===== config.mk =====
export PLATFORM = sky130hd
export DESIGN_NAME = cv_loader_flat
export DESIGN_NICKNAME = d
export VERILOG_FILES = /design/src/rtl/cv_loader_if.sv /design/src/rtl/cv_loader.sv /design/src/flat_wrapper.sv
export SDC_FILE = /design/constraint.sdc
export NUM_CORES = 1
export LEC_CHECK = 0
export CAP_MARGIN = 10
export CORE_ASPECT_RATIO = 2
export CORE_MARGIN = 10
export CORE_UTILIZATION = 55
export DETAILED_ROUTE_END_ITERATION = 10
export HOLD_SLACK_MARGIN = 0.05
export PLACE_DENSITY = 0.81
export SYNTH_ARGS = -nofsm -noshare
export SYNTH_HDL_FRONTEND = slang
export SYNTH_SLANG_ARGS = --single-unit

===== constraint.sdc =====
create_clock -name clk -period 20.5 [get_ports clk]
set_input_delay 4.1 -clock clk [delete_from_list [all_inputs] [get_ports clk]]
set_output_delay 4.1 -clock clk [all_outputs]
set_load 0.005 [all_outputs]

===== src/rtl/cv_loader_if.sv =====
// Memory read port and conv-core stream bundle between cv_loader and its neighbours.
interface cv_loader_if;
  localparam int unsigned AW = 26;
  localparam int unsigned RW = 32;
  localparam int unsigned DW = 16;

  logic          rvalid;
  logic [AW-1:0] raddr;
  logic          rready;
  logic [RW-1:0] rdata;
  logic          din_valid;
  logic [DW-1:0] din_data;

  modport master (
    output rvalid, raddr, din_valid, din_data,
    input  rready, rdata
  );

  modport slave (
    input  rvalid, raddr, din_valid, din_data,
    output rready, rdata
  );
endinterface


===== src/rtl/cv_loader.sv =====
// Fetches the activation tensor then the weight tensor from word memory and streams
// each word's low half to the conv core, ending with a zero terminator. Option: CV_LOADER_PERF_EN.
module cv_loader #(
  parameter int unsigned GAP = 0
) (
  input  logic        clk,
  input  logic        rst,
  input  logic        start,
  input  logic [25:0] act_base,
  input  logic [25:0] wgt_base,
  input  logic [4:0]  H,
  input  logic [4:0]  W,
  input  logic [7:0]  I,
  input  logic [7:0]  O,
  input  logic [2:0]  K,
  cv_loader_if.master bus,
  output logic        busy,
  output logic        done
`ifdef CV_LOADER_PERF_EN
  ,
  output logic [31:0] stall_cnt
`endif
);
  localparam int unsigned AW = 26;
  localparam int unsigned DW = 16;
  localparam int unsigned GW = 4;

  typedef enum logic [2:0] {
    S_IDLE, S_CALC, S_REQ, S_EMIT, S_WAIT, S_TERM, S_DONE
  } state_t;

  state_t        state_q, state_d, tgt_c;
  logic [AW-1:0] act_base_q, wgt_base_q;
  logic [4:0]    h_q, w_q;
  logic [7:0]    i_q, o_q;
  logic [2:0]    k_q;
  logic [AW-1:0] na_q, nw_q, idx_q, idx_d;
  logic          is_wgt_q, is_wgt_d;
  logic [GW-1:0] gap_q, gap_d;
  logic          rvalid_d, din_valid_d, busy_d, done_d;
  logic [AW-1:0] raddr_d;
  logic [DW-1:0] din_data_d;
  logic [AW-1:0] na_c, nw_c, cnt_c;
  logic          more_c;
  logic          unused_ok;

  assign unused_ok = &{1'b0, bus.rdata[31:16]};

  assign na_c  = AW'(i_q) * AW'(h_q) * AW'(w_q);
  assign nw_c  = AW'(o_q) * AW'(i_q) * AW'(k_q) * AW'(k_q);
  assign cnt_c = is_wgt_q ? nw_q : na_q;
  // idx counts words already accepted in the current phase
  assign more_c = (idx_q != cnt_c) || (!is_wgt_q && (nw_q != '0));
  assign tgt_c  = more_c ? S_REQ : S_TERM;

  always_ff @(posedge clk) begin
    if (rst) state_q <= S_IDLE;
    else     state_q <= state_d;
  end

  always_comb begin
    state_d     = state_q;
    idx_d       = idx_q;
    is_wgt_d    = is_wgt_q;
    gap_d       = gap_q;
    rvalid_d    = 1'b0;
    raddr_d     = bus.raddr;
    din_valid_d = 1'b0;
    din_data_d  = bus.din_data;
    busy_d      = 1'b0;
    done_d      = 1'b0;

    case (state_q)
      S_IDLE: if (start) state_d = S_CALC;
      S_CALC: begin
        idx_d = '0;
        if (na_c != '0) begin
          is_wgt_d = 1'b0;
          state_d  = S_REQ;
        end else if (nw_c != '0) begin
          is_wgt_d = 1'b1;
          state_d  = S_REQ;
        end else begin
          state_d  = S_TERM;
        end
      end
      S_REQ: begin
        if (bus.rready) begin
          idx_d   = idx_q + AW'(1);
          state_d = S_EMIT;
        end
      end
      S_EMIT: begin
        // last activation word: switch to the weight phase before the gap
        if ((idx_q == cnt_c) && !is_wgt_q && (nw_q != '0)) begin
          is_wgt_d = 1'b1;
          idx_d    = '0;
        end
        gap_d   = '0;
        state_d = (GAP == 0) ? tgt_c : S_WAIT;
      end
      S_WAIT: begin
        gap_d = gap_q + GW'(1);
        if (gap_q == GW'(GAP - 1)) state_d = tgt_c;
      end
      S_TERM:  state_d = S_DONE;
      S_DONE:  state_d = S_IDLE;
      default: state_d = S_IDLE;
    endcase

    rvalid_d    = (state_d == S_REQ);
    din_valid_d = (state_d == S_EMIT) || (state_d == S_TERM);
    done_d      = (state_d == S_DONE);
    busy_d      = state_d inside {S_CALC, S_REQ, S_EMIT, S_WAIT, S_TERM};
    if ((state_d == S_REQ) && (state_q != S_REQ))
      raddr_d = (is_wgt_d ? wgt_base_q : act_base_q) + idx_d;
    if (state_d == S_TERM)
      din_data_d = '0;
    else if ((state_q == S_REQ) && bus.rready)
      din_data_d = bus.rdata[DW-1:0];
  end

  // Datapath, sampled configuration and registered outputs
  always_ff @(posedge clk) begin
    if (rst) begin
      act_base_q    <= '0;
      wgt_base_q    <= '0;
      h_q           <= '0;
      w_q           <= '0;
      i_q           <= '0;
      o_q           <= '0;
      k_q           <= '0;
      na_q          <= '0;
      nw_q          <= '0;
      idx_q         <= '0;
      is_wgt_q      <= 1'b0;
      gap_q         <= '0;
      bus.rvalid    <= 1'b0;
      bus.raddr     <= '0;
      bus.din_valid <= 1'b0;
      bus.din_data  <= '0;
      busy          <= 1'b0;
      done          <= 1'b0;
    end else begin
      if ((state_q == S_IDLE) && start) begin
        act_base_q <= act_base;
        wgt_base_q <= wgt_base;
        h_q        <= H;
        w_q        <= W;
        i_q        <= I;
        o_q        <= O;
        k_q        <= K;
      end
      if (state_q == S_CALC) begin
        na_q <= na_c;
        nw_q <= nw_c;
      end
      idx_q         <= idx_d;
      is_wgt_q      <= is_wgt_d;
      gap_q         <= gap_d;
      bus.rvalid    <= rvalid_d;
      bus.raddr     <= raddr_d;
      bus.din_valid <= din_valid_d;
      bus.din_data  <= din_data_d;
      busy          <= busy_d;
      done          <= done_d;
    end
  end

`ifdef CV_LOADER_PERF_EN
  // Saturating count of request cycles the memory left unanswered
  always_ff @(posedge clk) begin
    if (rst || ((state_q == S_IDLE) && start))
      stall_cnt <= '0;
    else if (bus.rvalid && !bus.rready && (stall_cnt != '1))
      stall_cnt <= stall_cnt + 32'd1;
  end
`else
  // stall counter not present in this build
`endif
endmodule


===== src/flat_wrapper.sv =====
// flat-port wrapper written by rule: the top's interface ports become plain ports
module cv_loader_flat 
#(
  parameter int unsigned GAP = 0
)
  (clk, rst, start, act_base, wgt_base, H, W, I, O, K, busy, done, bus_rvalid, bus_raddr, bus_din_valid, bus_din_data, bus_rready, bus_rdata);
  cv_loader_if bus_i ();
  input  logic clk;
  input  logic rst;
  input  logic start;
  input  logic [25:0] act_base;
  input  logic [25:0] wgt_base;
  input  logic [4:0] H;
  input  logic [4:0] W;
  input  logic [7:0] I;
  input  logic [7:0] O;
  input  logic [2:0] K;
  output logic busy;
  output logic done;
  output wire logic [$bits(bus_i.rvalid)-1:0] bus_rvalid;
  output wire logic [$bits(bus_i.raddr)-1:0] bus_raddr;
  output wire logic [$bits(bus_i.din_valid)-1:0] bus_din_valid;
  output wire logic [$bits(bus_i.din_data)-1:0] bus_din_data;
  input wire logic [$bits(bus_i.rready)-1:0] bus_rready;
  input wire logic [$bits(bus_i.rdata)-1:0] bus_rdata;
  assign bus_rvalid = bus_i.rvalid;
  assign bus_raddr = bus_i.raddr;
  assign bus_din_valid = bus_i.din_valid;
  assign bus_din_data = bus_i.din_data;
  assign bus_i.rready = bus_rready;
  assign bus_i.rdata = bus_rdata;
  cv_loader #(.GAP(GAP)) u_core (.clk(clk), .rst(rst), .start(start), .act_base(act_base), .wgt_base(wgt_base), .H(H), .W(W), .I(I), .O(O), .K(K), .bus(bus_i), .busy(busy), .done(done));
endmodule

==> results.cfg <==
[status]
status = completed

[worst_hold_path]
holdCritPathClass = flip-flop to flip-flop

[layout]
final_nets = 2696
final_area_um2 = 20100
antennaDiodeCount = 0
layout_common_cells = nand2_1 (434), dfxtp_1 (201), a21oi_1 (194), inv_1 (193), ha_1 (149)
final_common_cell = nand2_1
fill_cells = 2672
synthToLayoutAreaGrowth_pct = 13.4
layout-drive-gt1-share_pct = 4.05

[run]
drv_cap = 0

[sta]
setup_violations = 0
worst_pin_slew_ns = 1.16
skew_ns = 0.0228
slew_headroom_pct = 22.7
hold_viol = 0
max_freq_mhz = 66.8
finalCritPeriodShare_pct = 73.0
rsz0062_at_grt = false
tns_ns = 0
final_max_slew_viol_count = 0
period_needed_ns = 14.97

[clocking]
cts_setup_buffers = 0
numCtsBuffers = 20
ctsHoldBuffers = 0
cts_resized = 0
cts_tree = built
cts_max_level = 1
cts_buffer_depth = 3
cts.sinks = 201
cts-root-buf = clkbuf_16
path_clk_slew_ns = 0.07
clkLatencyLatePin_ns = 0.51

[setup_path]
worstSetupPathType = flip-flop to flip-flop
startpoint_type = flip-flop
end_kind = flip-flop
cp_slowest_cell = nor4b_1
required_ns = 20.86
cp.arrival_ns = 15.33
worstPathMaxFanout = 27
crit_buf_inv = 5
slowest_delay_ns = 0.96
path_delay_family = compound AO/OA/AOI/OAI gates
crit_path_frequent_cell = fa_1

[yosys]
synth_ff_type = dfxtp_1
synth_edf_count = 0
syn_nets = 2623
avgSynthCellArea_um2 = 7.92
synth_seq_area_share_pct = 22.7
postSynthCellCount = 2236
yosysUniqueCellTypes = 81
async_reset_ff_share_pct = 0
synth_warnings = 0
ys_seq_elements = 201
syn-cell-area_um2 = 17700

[floorplanning]
fp.dieH_um = 274
dieArea_um2 = 40200
rows = 92
core-area_um2 = 31700
initial_utilization_pct = 55.9
io_pins = 163
dieWidth_um = 147

[global_routing]
grt.busiest_layer = met2
grt_max_degree = 101
grt_usage_pct = 21.5
met2_usage_pct = 44.0
grt_overflow_total = 0
grt_pass1_wl_um = 73500
grt_pass1_vias = 15983
antenna_found_initial = 0
met3_usage_pct = 2.10
grt_util_met1_pct = 19.4

[pwr]
leakage_nw = 9.04
power_switching_mw = 0.584
p_per_area_nw_per_um2 = 74.3
seqPwrFrac_pct = 35.5
internal_power_mw = 0.908
comb_power_share_pct = 38.2
ir_drop_uv = 71.2
switching_share_pct = 39.1
p_clk_share_pct = 26.3

[detailed_routing]
vias = 15534
drt-total-wl_um = 44300
wl_per_cell_um = 16.1
dr.first_iter.drc_count = 649
dr.pass1.iters = 7
ant_nets = 0
vias_per_cell = 5.66
drc = 0

[placed_design]
gp_congestion = 0.916
io_buffers = 146
post-dp-hpwl_um = 35100
placed_cell_area_um2 = 19400
==> per-layer routing <==
metal | vias up | routed length (um)
met1 | 7453 | 15000
met5 | - | 0
met2 | 377 | 25100
met4 | 0 | 2730
met3 | 133 | 1420
li1 | 7571 | -
==> worst register-to-register path: cells and delay by family, from the launching register on <==
family	cells	cell delay, ns
xor+xnor	2	0.25
fa+ha+maj	11	4.81
flops	1	0.72
compound gates	24	5.50
simple gates	9	2.38
mux	2	0.48
buf+inv	5	0.64
==> final timing paths <==
path	start	endpoint	slack (ns)	cells past startpoint
setup / recovery	u_core.i_q[7]	u_core.bus.raddr[22]	5.53	53
hold / removal	u_core.bus.din_data[11]	u_core.bus.din_data[11]	0.45	2
setup reg to reg	u_core.i_q[7]	u_core.bus.raddr[22]	5.53	53
hold reg to reg	u_core.bus.din_data[11]	u_core.bus.din_data[11]	0.45	2
==> cell usage after synthesis, drive strengths merged, types with 6 or more instances <==
| cell | instances | share of area [%] |
|---|---|---|
| and3 | 25 | 0.88 |
| buf | 11 | 0.35 |
| nor2b | 43 | 1.5 |
| nand4 | 16 | 0.57 |
| o21a | 14 | 0.59 |
| fa | 121 | 14 |
| nor3 | 31 | 0.88 |
| o21ai | 62 | 1.8 |
| nor2 | 134 | 2.9 |
| o21bai | 20 | 0.87 |
| a21boi | 7 | 0.30 |
| nand2b | 17 | 0.60 |
| o311ai | 6 | 0.30 |
| a211oi | 18 | 0.79 |
| a21o | 35 | 1.5 |
| mux2i | 42 | 2.4 |
| inv | 193 | 4.1 |
| a31oi | 10 | 0.35 |
| nand2 | 434 | 9.2 |
| ha | 149 | 11 |
| or2 | 8 | 0.28 |
| a21oi | 194 | 5.5 |
| xnor2 | 70 | 3.5 |
| dfxtp | 201 | 23 |
| and2 | 106 | 3.7 |
| clkbuf | 95 | 2.0 |
| nand3 | 22 | 0.62 |
| mux2 | 28 | 1.8 |
| or3 | 7 | 0.25 |
| xor2 | 25 | 1.2 |
| o31ai | 14 | 0.59 |
| nor4 | 16 | 0.60 |
==> cell families after synthesis <==
kind of cell | synth area share [%]
muxes | 4.18
DFF | 22.7
and+or+nand+nor | 23.0
adders and majority gates | 24.2
xor gates and xnor gates | 4.70
buffers and inverters | 6.47
AOI/OAI and AO/OA | 14.8
==> final cells by class <==
class | count | area, um^2 | area share [%]
clock buffer | 25 | 561 | 2.79
tap | 423 | 529 | 2.64
timing repair buffer | 157 | 1550 | 7.70
inverter | 194 | 728 | 3.63
sequential | 201 | 4020 | 20.0
multi-input combinational | 1735 | 12600 | 62.6
clock inverter | 9 | 131 | 0.654
==> stage by stage <==
step / util, % / power [mW] / std cells / setup slack (ns) / hold slack [ns]
after floorplan: - / 0.929 / 2236 / 7.91 / 0.431
after global placement: 61.2 / 1.08 / 2710 / 5.94 / 0.439
after detailed placement: 61.2 / 1.10 / 2710 / 5.74 / 0.447
after CTS: 63.4 / 1.50 / 2744 / 5.65 / 0.456
after global routing: 63.4 / 1.58 / 2744 / 4.66 / 0.468
final: 63.4 / 1.49 / 2744 / 5.53 / 0.453
==> registers in the layout (all words and copies together), names as in the netlist <==
name,cells
u_core.bus.raddr,26
u_core.idx_q,26
u_core.o_q,8
u_core.w_q,5
u_core.bus.rvalid,1
u_core.bus.din_valid,1
u_core.busy,1
u_core.bus.din_data,16
u_core.done,1
u_core.is_wgt_q,1
u_core.gap_q,4
u_core.i_q,8
u_core.wgt_base_q,26
u_core.k_q,3
u_core.na_q,18
u_core.act_base_q,26
u_core.nw_q,22
u_core.h_q,5
u_core.state_q,3
==> power by group through the flow <==
stage	clock (mW)	combinational [mW]	sequential, mW
floorplan	0	0.443	0.486
global route	0.412	0.634	0.538
CTS	0.397	0.571	0.527
global placement	0	0.551	0.532
finish	0.393	0.569	0.530
detailed placement	0	0.567	0.536
No activity file was read; power rests on OpenSTA's default activity.
